**src/rtl/cory_dupn.sv**
```systemverilog
// cory_dupn: M-way eager broadcast/multicast fork on a valid/ready stream.
// Each input beat is copied to every channel selected by its mask. Channels
// take their copy independently, and the beat retires once every selected
// channel holds one. With Q>0, each channel gets its own Q-deep FIFO so slow
// consumers do not throttle fast ones until their queue fills.
module cory_dupn #(
  parameter int N = 16,
  parameter int M = 4,
  parameter int Q = 0
) (
  input  logic           clk,
  input  logic           reset_n,
  input  logic           i_a_v,
  input  logic [N-1:0]   i_a_d,
  input  logic [M-1:0]   i_a_m,
  output logic           o_a_r,
  output logic [M-1:0]   o_z_v,
  output logic [M*N-1:0] o_z_d,
  input  logic [M-1:0]   i_z_r,
  output logic [M-1:0]   o_pend
);

  // done[k]: channel k already holds a copy of the beat being presented.
  logic [M-1:0] done;
  logic [M-1:0] req;
  logic [M-1:0] in_r;
  logic [M-1:0] take;
  logic         accept;

  // A channel still owes a copy when it is selected and not yet served.
  assign req    = {M{i_a_v}} & i_a_m & ~done;
  assign take   = req & in_r;

  // The beat can retire once every selected channel is served or can take it
  // now. Deliberately independent of i_a_v, so an empty mask is always ready.
  assign o_a_r  = &(~i_a_m | done | in_r);
  assign accept = i_a_v & o_a_r;
  assign o_pend = done;

  // Remember which channels got their copy; forget all of it when the beat retires
  always_ff @(posedge clk or negedge reset_n) begin
    if (!reset_n) begin
      done <= '0;
    end else if (accept) begin
      done <= '0;
    end else begin
      done <= done | take;
    end
  end

  generate
    if (Q == 0) begin : g_direct
      // Unbuffered: each channel sees the producer directly, zero latency.
      assign in_r  = i_z_r;
      assign o_z_v = req;
      assign o_z_d = {M{i_a_d}};
    end else begin : g_fifo
      localparam int PW = (Q > 1) ? $clog2(Q) : 1;
      localparam int CW = $clog2(Q + 1);

      for (genvar k = 0; k < M; k++) begin : g_ch
        logic [N-1:0]  mem [Q];
        logic [PW-1:0] wp;
        logic [PW-1:0] rp;
        logic [CW-1:0] cnt;
        logic          full;
        logic          empty;
        logic          push;
        logic          pop;

        // full comes only from registered occupancy: a pop in the same cycle
        // never opens room for a push, keeping ready free of comb paths.
        assign full  = (cnt == CW'(Q));
        assign empty = (cnt == '0);
        assign push  = req[k] & ~full;
        assign pop   = ~empty & i_z_r[k];

        assign in_r[k]          = ~full;
        assign o_z_v[k]         = ~empty;
        // Gate the head with empty so stale storage never shows on the bus.
        assign o_z_d[k*N +: N]  = empty ? '0 : mem[rp];

        // Pointer and occupancy bookkeeping; pointers wrap at Q-1 for any Q
        always_ff @(posedge clk or negedge reset_n) begin
          if (!reset_n) begin
            wp  <= '0;
            rp  <= '0;
            cnt <= '0;
          end else begin
            if (push) begin
              wp <= (wp == PW'(Q - 1)) ? '0 : wp + PW'(1);
            end
            if (pop) begin
              rp <= (rp == PW'(Q - 1)) ? '0 : rp + PW'(1);
            end
            cnt <= cnt + CW'(push) - CW'(pop);
          end
        end

        // Storage write; contents need no reset because empty masks the head
        always_ff @(posedge clk) begin
          if (push) begin
            mem[wp] <= i_a_d;
          end
        end
      end
    end
  endgenerate

endmodule
```
**config.mk**
```make
export PLATFORM = sky130hd
export DESIGN_NAME = cory_dupn
export DESIGN_NICKNAME = d
export VERILOG_FILES = /design/src/rtl/cory_dupn.sv
export SDC_FILE = /design/constraint.sdc
export NUM_CORES = 1
export LEC_CHECK = 0
export ABC_AREA = 1
export BUFFER_PORTS_ARGS = -buffer_cell sky130_fd_sc_hd__buf_2
export CORE_MARGIN = 3
export CORE_UTILIZATION = 25
export CTS_CLUSTER_DIAMETER = 100
export CTS_CLUSTER_SIZE = 24
export DETAILED_ROUTE_END_ITERATION = 16
export GPL_ROUTABILITY_DRIVEN = 0
export GPL_TIMING_DRIVEN = 0
export HOLD_SLACK_MARGIN = 0.02
export PLACE_DENSITY = 0.67
export SLEW_MARGIN = 20
export SYNTH_ARGS = -nofsm -noshare
export SYNTH_HDL_FRONTEND = slang
export SYNTH_SLANG_ARGS = --single-unit
```
**constraint.sdc**
```tcl
create_clock -name clk -period 1.5 [get_ports clk]
set_clock_uncertainty 0.05 [all_clocks]
set_input_delay 0.075 -clock clk [delete_from_list [all_inputs] [get_ports clk]]
set_output_delay 0.075 -clock clk [all_outputs]
set_load 0.05 [all_outputs]
```
==> summary.txt, run 1 <==
status -> finished clean
Final setup viols -> 0
most frequent cell after synthesis -> buf_4
Syn. warnings -> 0
type of the worst min-delay path -> in2reg
Fin Setup TNS -> 0 ps
mux cell area share after synthesis -> 0
number of synthesized flops with an enable pin -> 0
Seq/Total Area, Yosys -> 0.136
ys flop type -> dfrtp_1
compound-cell area share of the yosys netlist -> 0.0542
First-pass DRT Iterations -> 4
Netlist cell types -> 10
Placed Area -> 1190 µm²
adder-cell share of the synthesized area -> 0
post-route cell area -> 1240 µm²
pins over their slew limit -> 0
top post-synthesis cells by count -> buf_4 (64), a21oi_1 (8), inv_1 (6), nand2_1 (6)
final period utilization -> 0.912
first-pass GRT wire length -> 2400 µm
Yosys top cell area share -> 0.651
Synth Area in XOR/XNOR -> 0
vias per inst -> 3.57
VDD IR-drop max -> 754 µV
synth top area cells -> buf_4 (65%), dfrtp_1 (14%), a21oi_1 (5.4%)
initial antenna violation count -> 0
met3 routed WL -> 327 µm
CTS tree -> built
clock latency on the worst-skew pair -> 250 ps
area delta synth->final -> 67.8%
Final Non-Filler Cells -> 217
largest family of logic cells by synthesized area -> buffers and inverters
die area -> 3640 µm²
number of vias in the routed layout -> 774
Netlist Area Pre-Place -> 738 µm²
Antenna Nets Post-Route -> 0
CTS max path bufs -> 2
worst r2r path cells -> 5
CP Max Fanout -> 5
Sink Count -> 4
CORE AREA -> 2780 µm²
Post-Route Utilization -> 0.445
Flop pwr share -> 0.145
H-tree lvl count -> 1
worst relative slew slack -> 0.831
sw frac -> 0.586
Int Pwr -> 0.000487 W
simple-gate share of the synthesized area -> 0.114
fill cell total of the finished layout -> 292
clock share of power -> 0.131
# port buffers -> 82
CP Capture Type -> output port
NumNets Final -> 214
fmax -> 731 MHz
register bit total from synthesis -> 4
DR WL/cell -> 8.37 µm
PD cells -> 950 nW/µm²
total gr overflow -> 0
Residual DRC -> 0
I/O Pins -> 100
vias in the first global route -> 596
Setup Buffers After CTS -> 0
DR top layer -> met3
RSZ-0062 raised after global routing -> false
met1 WL -> 674 µm
Synth area leader -> buf_4
initial detailed-routing violation count -> 10
cts bufs inserted -> 3
final count of hold timing violations -> 0
max-cap violation count -> 0
WHS Path Cells -> 3
max reg flops -> 4
post-DP HPWL -> 1610 µm
Arrival @ worst endpoint -> 1240 ps
syn avg cell area -> 7.53 µm²
Cells after Synth -> 98
Rows -> 19
die height -> 60.3 µm
LEAKAGE -> 0.795 nW
Crit Path Category -> reg2out
chip width -> 60.3 µm
clk slew on worst S/H paths -> 50 ps
syn_nets -> 125
fraction of layout cells with a size suffix above 1 -> 0.844
Required @ worst endpoint -> 1370 ps
final wirelength -> 1820 µm
initial core utilization -> 0.265
Min Clock Period, post-route -> 1370 ps
ANT cells -> 0
Async S/R FF share, synth -> 1.00
Worst-Margin Slew -> 255 ps
share of total power in combinational logic -> 0.724
wire length on met2 -> 814 µm
GRT Resource Usage Total -> 0.0866
critical path launch point type -> register
root cell of the clock tree -> clkbuf_4
placed cells -> 211
Psw -> 0.000689 W
largest net degree at the start of global routing -> 9
cells by family (layout without fill, tap and decap cells):
family | count (synthesis) | after routing
buf+inv | 71 | 159
flops | 4 | 4
compound gates | 8 | 8
simple gates | 15 | 15
repair_timing:
action	4_1_cts	5_1_grt
resized for setup	0	1
hold buffers	2	0
endpoints found under the setup margin	0	1
endpoints found under the hold margin	8	0
final timing paths:
check                      startpoint         to  slack (ps)
hold reg to reg             o_pend[0]  o_pend[0]         530
setup reg to reg            o_pend[1]  o_pend[3]         500
setup / recovery            o_pend[1]      o_a_r         130
max in group asynchronous     reset_n  o_pend[2]        1130
hold / removal               i_z_r[0]  o_pend[0]          70
min in group asynchronous     reset_n  o_pend[0]         130
metrics by stage:
stage / power, W / hold slack, ps / setup slack, ps
global route: 0.00124 / 100 / 26.0
floorplan: 0.000868 / -271 / 2.84
detailed placement: 0.00102 / -161 / 347
global placement: 0.00102 / -162 / 363
finish: 0.00118 / 71.9 / 132
CTS: 0.00119 / 60.4 / 76.4
power groups by stage:
stage	logic [W]	clock network (W)	registers, W
final	0.000852	0.000154	0.000171
after global routing	0.000895	0.000168	0.000177
after CTS	0.000856	0.000162	0.000171
after detailed placement	0.000850	0	0.000172
after global placement	0.000847	0	0.000172
after floorplan	0.000600	0	0.000268
cell usage in the layout (no fill, tap or decap), drive strengths merged:
master       instances
a21oi                8
dfrtp                4
nand3                2
inv                  6
buf                146
clkbuf               5
nand2                6
nand3b               2
dlygate4sd3          2
nor2                 5
cell type report:
type                            count  area, µm²  area share
Timing Repair Buffer               84        433       0.349
Clock buffer                        4       26.3      0.0212
Sequential cell                     4        103      0.0828
Multi-Input combinational cell     23        124       0.100
Tap cell                           31       38.8      0.0313
Buffer                             65        492       0.397
Inverter                            6       22.5      0.0182
critical path: stages (launching register included):
cell      delay (ps)
dfrtp_2          390
inv_1             50
nand3_1           60
nand2_1           90
nor2_4           160
clkbuf_4         260
metal layers:
| metal | GRT usage | up-vias |
|---|---|---|
| li1 | - | 412 |
| met1 | 0.103 | 302 |
| met2 | 0.139 | 60 |
| met3 | 0.0447 | 0 |
| met4 | 0.0190 | 0 |
| met5 | 0 | - |
(Power assumes the default switching activity.)
==> inputs of run 2 (changes only) <==
==> constraint.sdc (replaced) <==
create_clock -name clk -period 1.35 [get_ports clk]
set_clock_uncertainty 0.05 [all_clocks]
set_input_delay 0.0675 -clock clk [delete_from_list [all_inputs] [get_ports clk]]
set_output_delay 0.0675 -clock clk [all_outputs]
set_load 0.05 [all_outputs]
==> summary.txt, run 2 (synthesized netlist as in run 1, its figures left out) <==
max-cap violation count -> 0 (unchanged)
Arrival @ worst endpoint -> 1180 ps (-60 ps)
area of the multi-input gates -> 134 µm² (+8.1%)
CORE AREA -> 2780 µm² (unchanged)
initial core utilization -> 0.265 (unchanged)
Final WS setup -> 50.8 ps (-81.2 ps)
Final setup viols -> 0 (unchanged)
pins over their slew limit -> 0 (unchanged)
worst r2r path cells -> 5 (unchanged)
Post-Route Utilization -> 0.452 (+0.00630)
I/O Pins -> 100 (unchanged)
Rows -> 19 (unchanged)
critical path launch point type -> primary input
GRT Resource Usage Total -> 0.0830 (-0.00353)
ANT cells -> 0 (unchanged)
Final Non-Filler Cells -> 216 (-0.46%)
Min Clock Period, post-route -> 1300 ps
initial detailed-routing violation count -> 2 (-8)
final period utilization -> 0.962
H-tree lvl count -> 1 (unchanged)
Sink Count -> 4 (unchanged)
area delta synth->final -> 70.2%
Worst-Margin Slew -> 255 ps (+0.192 ps)
post-DP HPWL -> 1640 µm (+1.8%)
worst relative slew slack -> 0.831 (about the same)
Antenna Nets Post-Route -> 0 (unchanged)
CP Max Fanout -> 8 (+3)
WHS Path Cells -> 3 (unchanged)
die area -> 3640 µm² (unchanged)
commonest non-fill, non-tap cell in the layout -> buf_2
Setup WS pre-CTS -> 215 ps (-132 ps)
CTS tree -> built
register area -> 105 µm² (+2.4%)
CTS max path bufs -> 2 (unchanged)
RSZ-0062 raised after global routing -> true
final count of hold timing violations -> 0 (unchanged)
clk slew on worst S/H paths -> 40 ps (about the same)
fmax -> 770 MHz
max reg flops -> 4 (unchanged)
placed cells -> 211 (unchanged)
largest net degree at the start of global routing -> 9 (unchanged)
Required @ worst endpoint -> 1230 ps (-140 ps)
vias in the first global route -> 564 (-5.4%)
cts bufs inserted -> 3 (unchanged)
PD cells -> 1050 nW/µm² (+10%)
# port buffers -> 82 (unchanged)
Crit Path Category -> in2out
clock latency on the worst-skew pair -> 240 ps (about the same)
first-pass GRT wire length -> 2210 µm (-8.0%)
chip width -> 60.3 µm (unchanged)
First-pass DRT Iterations -> 4 (unchanged)
VDD IR-drop max -> 738 µV (-2.1%)
Residual DRC -> 0 (unchanged)
final wirelength -> 1870 µm (+3.2%)
CP Capture Type -> output port
Fin Setup TNS -> 0 ps (unchanged)
fraction of layout cells with a size suffix above 1 -> 0.859 (+0.0154)
type of the worst min-delay path -> in2reg
total gr overflow -> 0 (unchanged)
PnR Total Power -> 0.00131 W (+12%)
DR WL/cell -> 8.68 µm (+3.7%)
initial antenna violation count -> 0 (unchanged)
status -> finished clean
commonest non-fill, non-tap cells in the layout -> buf_2 (79), buf_4 (64), a21oi_1 (8)
root cell of the clock tree -> clkbuf_4
fill cell total of the finished layout -> 262 (-10%)
NumNets Final -> 214 (unchanged)
number of vias in the routed layout -> 782 (+1.0%)
LEAKAGE -> 0.793 nW (-0.19%)
die height -> 60.3 µm (unchanged)
vias per inst -> 3.62 (+1.5%)
## run 2: cell types whose count changed in the layout (fill, tap and decap cells not counted), moves of 2 or more
cell	delta
nor2_4	+2
buf_2	-2
dfrtp_1	-2
dfrtp_2	+2
nor2_2	-2
## run 2: path summary, 6_finish.rpt
path                            startpoint        end  slack [ps]
worst min-delay path              i_z_r[3]  o_pend[3]          70
worst min register to register   o_pend[3]  o_pend[3]         530
worst max register to register   o_pend[1]  o_pend[0]         330
max in group asynchronous          reset_n  o_pend[0]         980
min in group asynchronous          reset_n  o_pend[3]         130
worst max-delay path                 i_a_v   o_z_v[3]          50
## run 2: power breakdown
part	switching, W	internal, W
clock	0.0000519	0.0000997
combinational	0.000678	0.000285
sequential	0.0000409	0.000158
total	0.000770	0.000543
## run 2: per-layer routing
| layer | vias up | track usage | part of all wire |
|---|---|---|---|
| li1 | 412 | - | - |
| met1 | 308 | 0.0944 | 0.41 |
| met2 | 60 | 0.127 | 0.42 |
| met3 | 2 | 0.0404 | 0.17 |
| met4 | 0 | 0.0475 | 0.0048 |
| met5 | - | 0 | 0 |
## run 2: critical path, cell delays in order
cell and delay, ps:
dlygate4sd3_1 550, buf_6 130, nand2_1 60, nor2_2 100
buf_2 270
## run 2: cell type report
class,count,area share
flip-flops and latches,4,0.0837
multi-input cells,23,0.107
well taps,31,0.0309
inverters,6,0.0179
clock buffers,3,0.0179
repair buffers,84,0.352
plain buffers,65,0.391
## run 2: timing repair
| action | in CTS | in global routing |
|---|---|---|
| endpoints found under the setup margin | 1 | 3 |
| hold buffers | 2 | 0 |
| cloned | 0 | 0 |
| endpoints found under the hold margin | 8 | 0 |
| setup buffers | 0 | 0 |
| resized for setup | 1 | 3 |
## run 2: metrics by stage
step,area (µm²),hold WS (ps)
final,1260,74.7
after global routing,1260,98.9
after CTS,1250,68.9
after detailed placement,1200,-162
after global placement,1200,-169
after floorplan,753,-278
==> inputs of run 3 (changes only) <==
--- a/config.mk
+++ b/config.mk
@@ -7,7 +7,7 @@
 export LEC_CHECK = 0
 export ABC_AREA = 1
 export BUFFER_PORTS_ARGS = -buffer_cell sky130_fd_sc_hd__buf_2
-export CORE_MARGIN = 3
+export CORE_MARGIN = 1.5
 export CORE_UTILIZATION = 25
 export CTS_CLUSTER_DIAMETER = 100
 export CTS_CLUSTER_SIZE = 24
==> summary.txt, run 3 (synthesized netlist as in run 1, its figures left out) <==
status -> finished clean
clock latency on the worst-skew pair -> 240 ps (about the same)
# port buffers -> 82 (unchanged)
DR WL/cell -> 7.85 µm (-9.5%)
clk slew on worst S/H paths -> 30 ps (about the same)
type of the worst min-delay path -> in2reg
First-pass DRT Iterations -> 4 (unchanged)
root cell of the clock tree -> clkbuf_4
H-tree lvl count -> 1 (unchanged)
Final setup viols -> 0 (unchanged)
initial core utilization -> 0.265 (unchanged)
GRT Resource Usage Total -> 0.0921 (+0.00906)
Crit path buffers/inverters -> 3 (unchanged)
family with the most delay on the worst path -> buffers and inverters
die height -> 57.3 µm (-5.0%)
commonest non-fill, non-tap cell in the layout -> buf_2
ANT cells -> 0 (unchanged)
placed cells -> 211 (unchanged)
Max stage delay on crit path -> 550 ps (about the same)
commonest non-fill, non-tap cells in the layout -> buf_2 (80), buf_4 (67), a21oi_1 (8)
Arrival @ worst endpoint -> 1180 ps (about the same)
total gr overflow -> 0 (unchanged)
max-cap violation count -> 0 (unchanged)
VDD IR-drop max -> 852 µV (+16%)
NumNets Final -> 217 (+1.4%)
cells along the critical path -> dlygate4sd3_1 -> buf_6 -> nand2_1 -> nor2_4 -> buf_2
critical path launch point type -> primary input
Setup WS pre-CTS -> 211 ps (-3.80 ps)
highest-delay cell along the critical path -> dlygate4sd3_1
Final Non-Filler Cells -> 219 (+1.4%)
Required @ worst endpoint -> 1230 ps (about the same)
Worst-Margin Slew -> 253 ps (-2.26 ps)
first-pass GRT wire length -> 2320 µm (+5.0%)
final count of hold timing violations -> 0 (unchanged)
CTS max path bufs -> 2 (unchanged)
Hold WS -> 75.7 ps (+1.00 ps)
Sink Count -> 4 (unchanged)
area delta synth->final -> 73.2%
Min Clock Period, post-route -> 1300 ps (+1.26 ps)
pins over their slew limit -> 0 (unchanged)
vias in the first global route -> 596 (+5.7%)
max reg flops -> 4 (unchanged)
Final WS setup -> 49.5 ps (-1.26 ps)
Antenna Nets Post-Route -> 0 (unchanged)
initial detailed-routing violation count -> 11 (+9)
chip width -> 57.3 µm (-5.0%)
vias per inst -> 3.73 (+2.9%)
post-DP HPWL -> 1500 µm (-8.8%)
Residual DRC -> 0 (unchanged)
CTS tree -> built
initial antenna violation count -> 0 (unchanged)
PD cells -> 1050 nW/µm² (about the same)
CORE AREA -> 2780 µm² (unchanged)
CP Capture Type -> output port
final wirelength -> 1720 µm (-8.3%)
CP Max Fanout -> 8 (unchanged)
fraction of layout cells with a size suffix above 1 -> 0.867 (+0.00756)
fmax -> 769 MHz (about the same)
Crit Path Category -> in2out
cts bufs inserted -> 3 (unchanged)
final period utilization -> 0.963 (about the same)
worst relative slew slack -> 0.832 (+0.00150)
Rows -> 19 (unchanged)
LEAKAGE -> 0.808 nW (+1.9%)
PnR Total Power -> 0.00134 W (+1.9%)
I/O Pins -> 100 (unchanged)
number of vias in the routed layout -> 816 (+4.3%)
die area -> 3290 µm² (-9.7%)
largest net degree at the start of global routing -> 9 (unchanged)
run 3: cell count changes in the layout (fill, tap and decap cells not counted), sizes merged:
cell    delta
clkbuf     -1
buf        +4
run 3: power by group:
| group | switching, W | internal [W] | leakage (nW) | total, W |
|---|---|---|---|---|
| combinational | 0.000685 | 0.000309 | 0.748 | 0.000993 |
| sequential | 0.0000392 | 0.000158 | 0.0462 | 0.000197 |
| clock | 0.0000476 | 0.0000993 | 0.0138 | 0.000147 |
run 3: worst paths after layout:
path,startpoint,endpoint,slack [ps],depth (start not counted)
max,i_a_v,o_z_v[0],50,5
min,i_z_r[3],o_pend[3],80,3
max reg2reg,o_pend[2],o_pend[2],120,6
min reg2reg,o_pend[3],o_pend[3],520,2
max in group asynchronous,reset_n,o_pend[2],980,2
min in group asynchronous,reset_n,o_pend[1],120,2
run 3: area by class of cell:
type / count / area, µm²
Fill cell: 264 / 1500
Multi-Input combinational cell: 23 / 136
Sequential cell: 4 / 105
Buffer: 65 / 492
Inverter: 6 / 22.5
Timing Repair Buffer: 87 / 462
Tap cell: 31 / 38.8
Clock buffer: 3 / 22.5
run 3: tightest hold or removal path, stage by stage:
cell and delay [ps]:
buf_2 90, a21oi_1 60, a21oi_1 100
run 3: layer usage:
layer | GRT usage | share of wire | vias up
li1 | - | - | 417
met1 | 0.117 | 0.40 | 328
met2 | 0.133 | 0.43 | 69
met3 | 0.0635 | 0.16 | 2
met4 | 0.00997 | 0.0035 | 0
met5 | 0 | 0 | -
run 3: repair_timing:
item                                    in CTS  in global routing
hold buffers                                 2                  0
endpoints found under the setup margin       1                  2
pin swaps                                    0                  1
endpoints found under the hold margin        8                  0
gates resized for setup                      1                  3
setup buffers                                0                  3
run 3: metrics by stage:
stage          TNS [ps]  utilization  instance area [µm²]
2_1_floorplan      -103            -                  753
3_3_place_gp          0        0.432                 1200
3_5_place_dp          0        0.432                 1200
4_1_cts               0        0.448                 1250
5_1_grt           -19.1        0.460                 1280
6_report              0        0.460                 1280
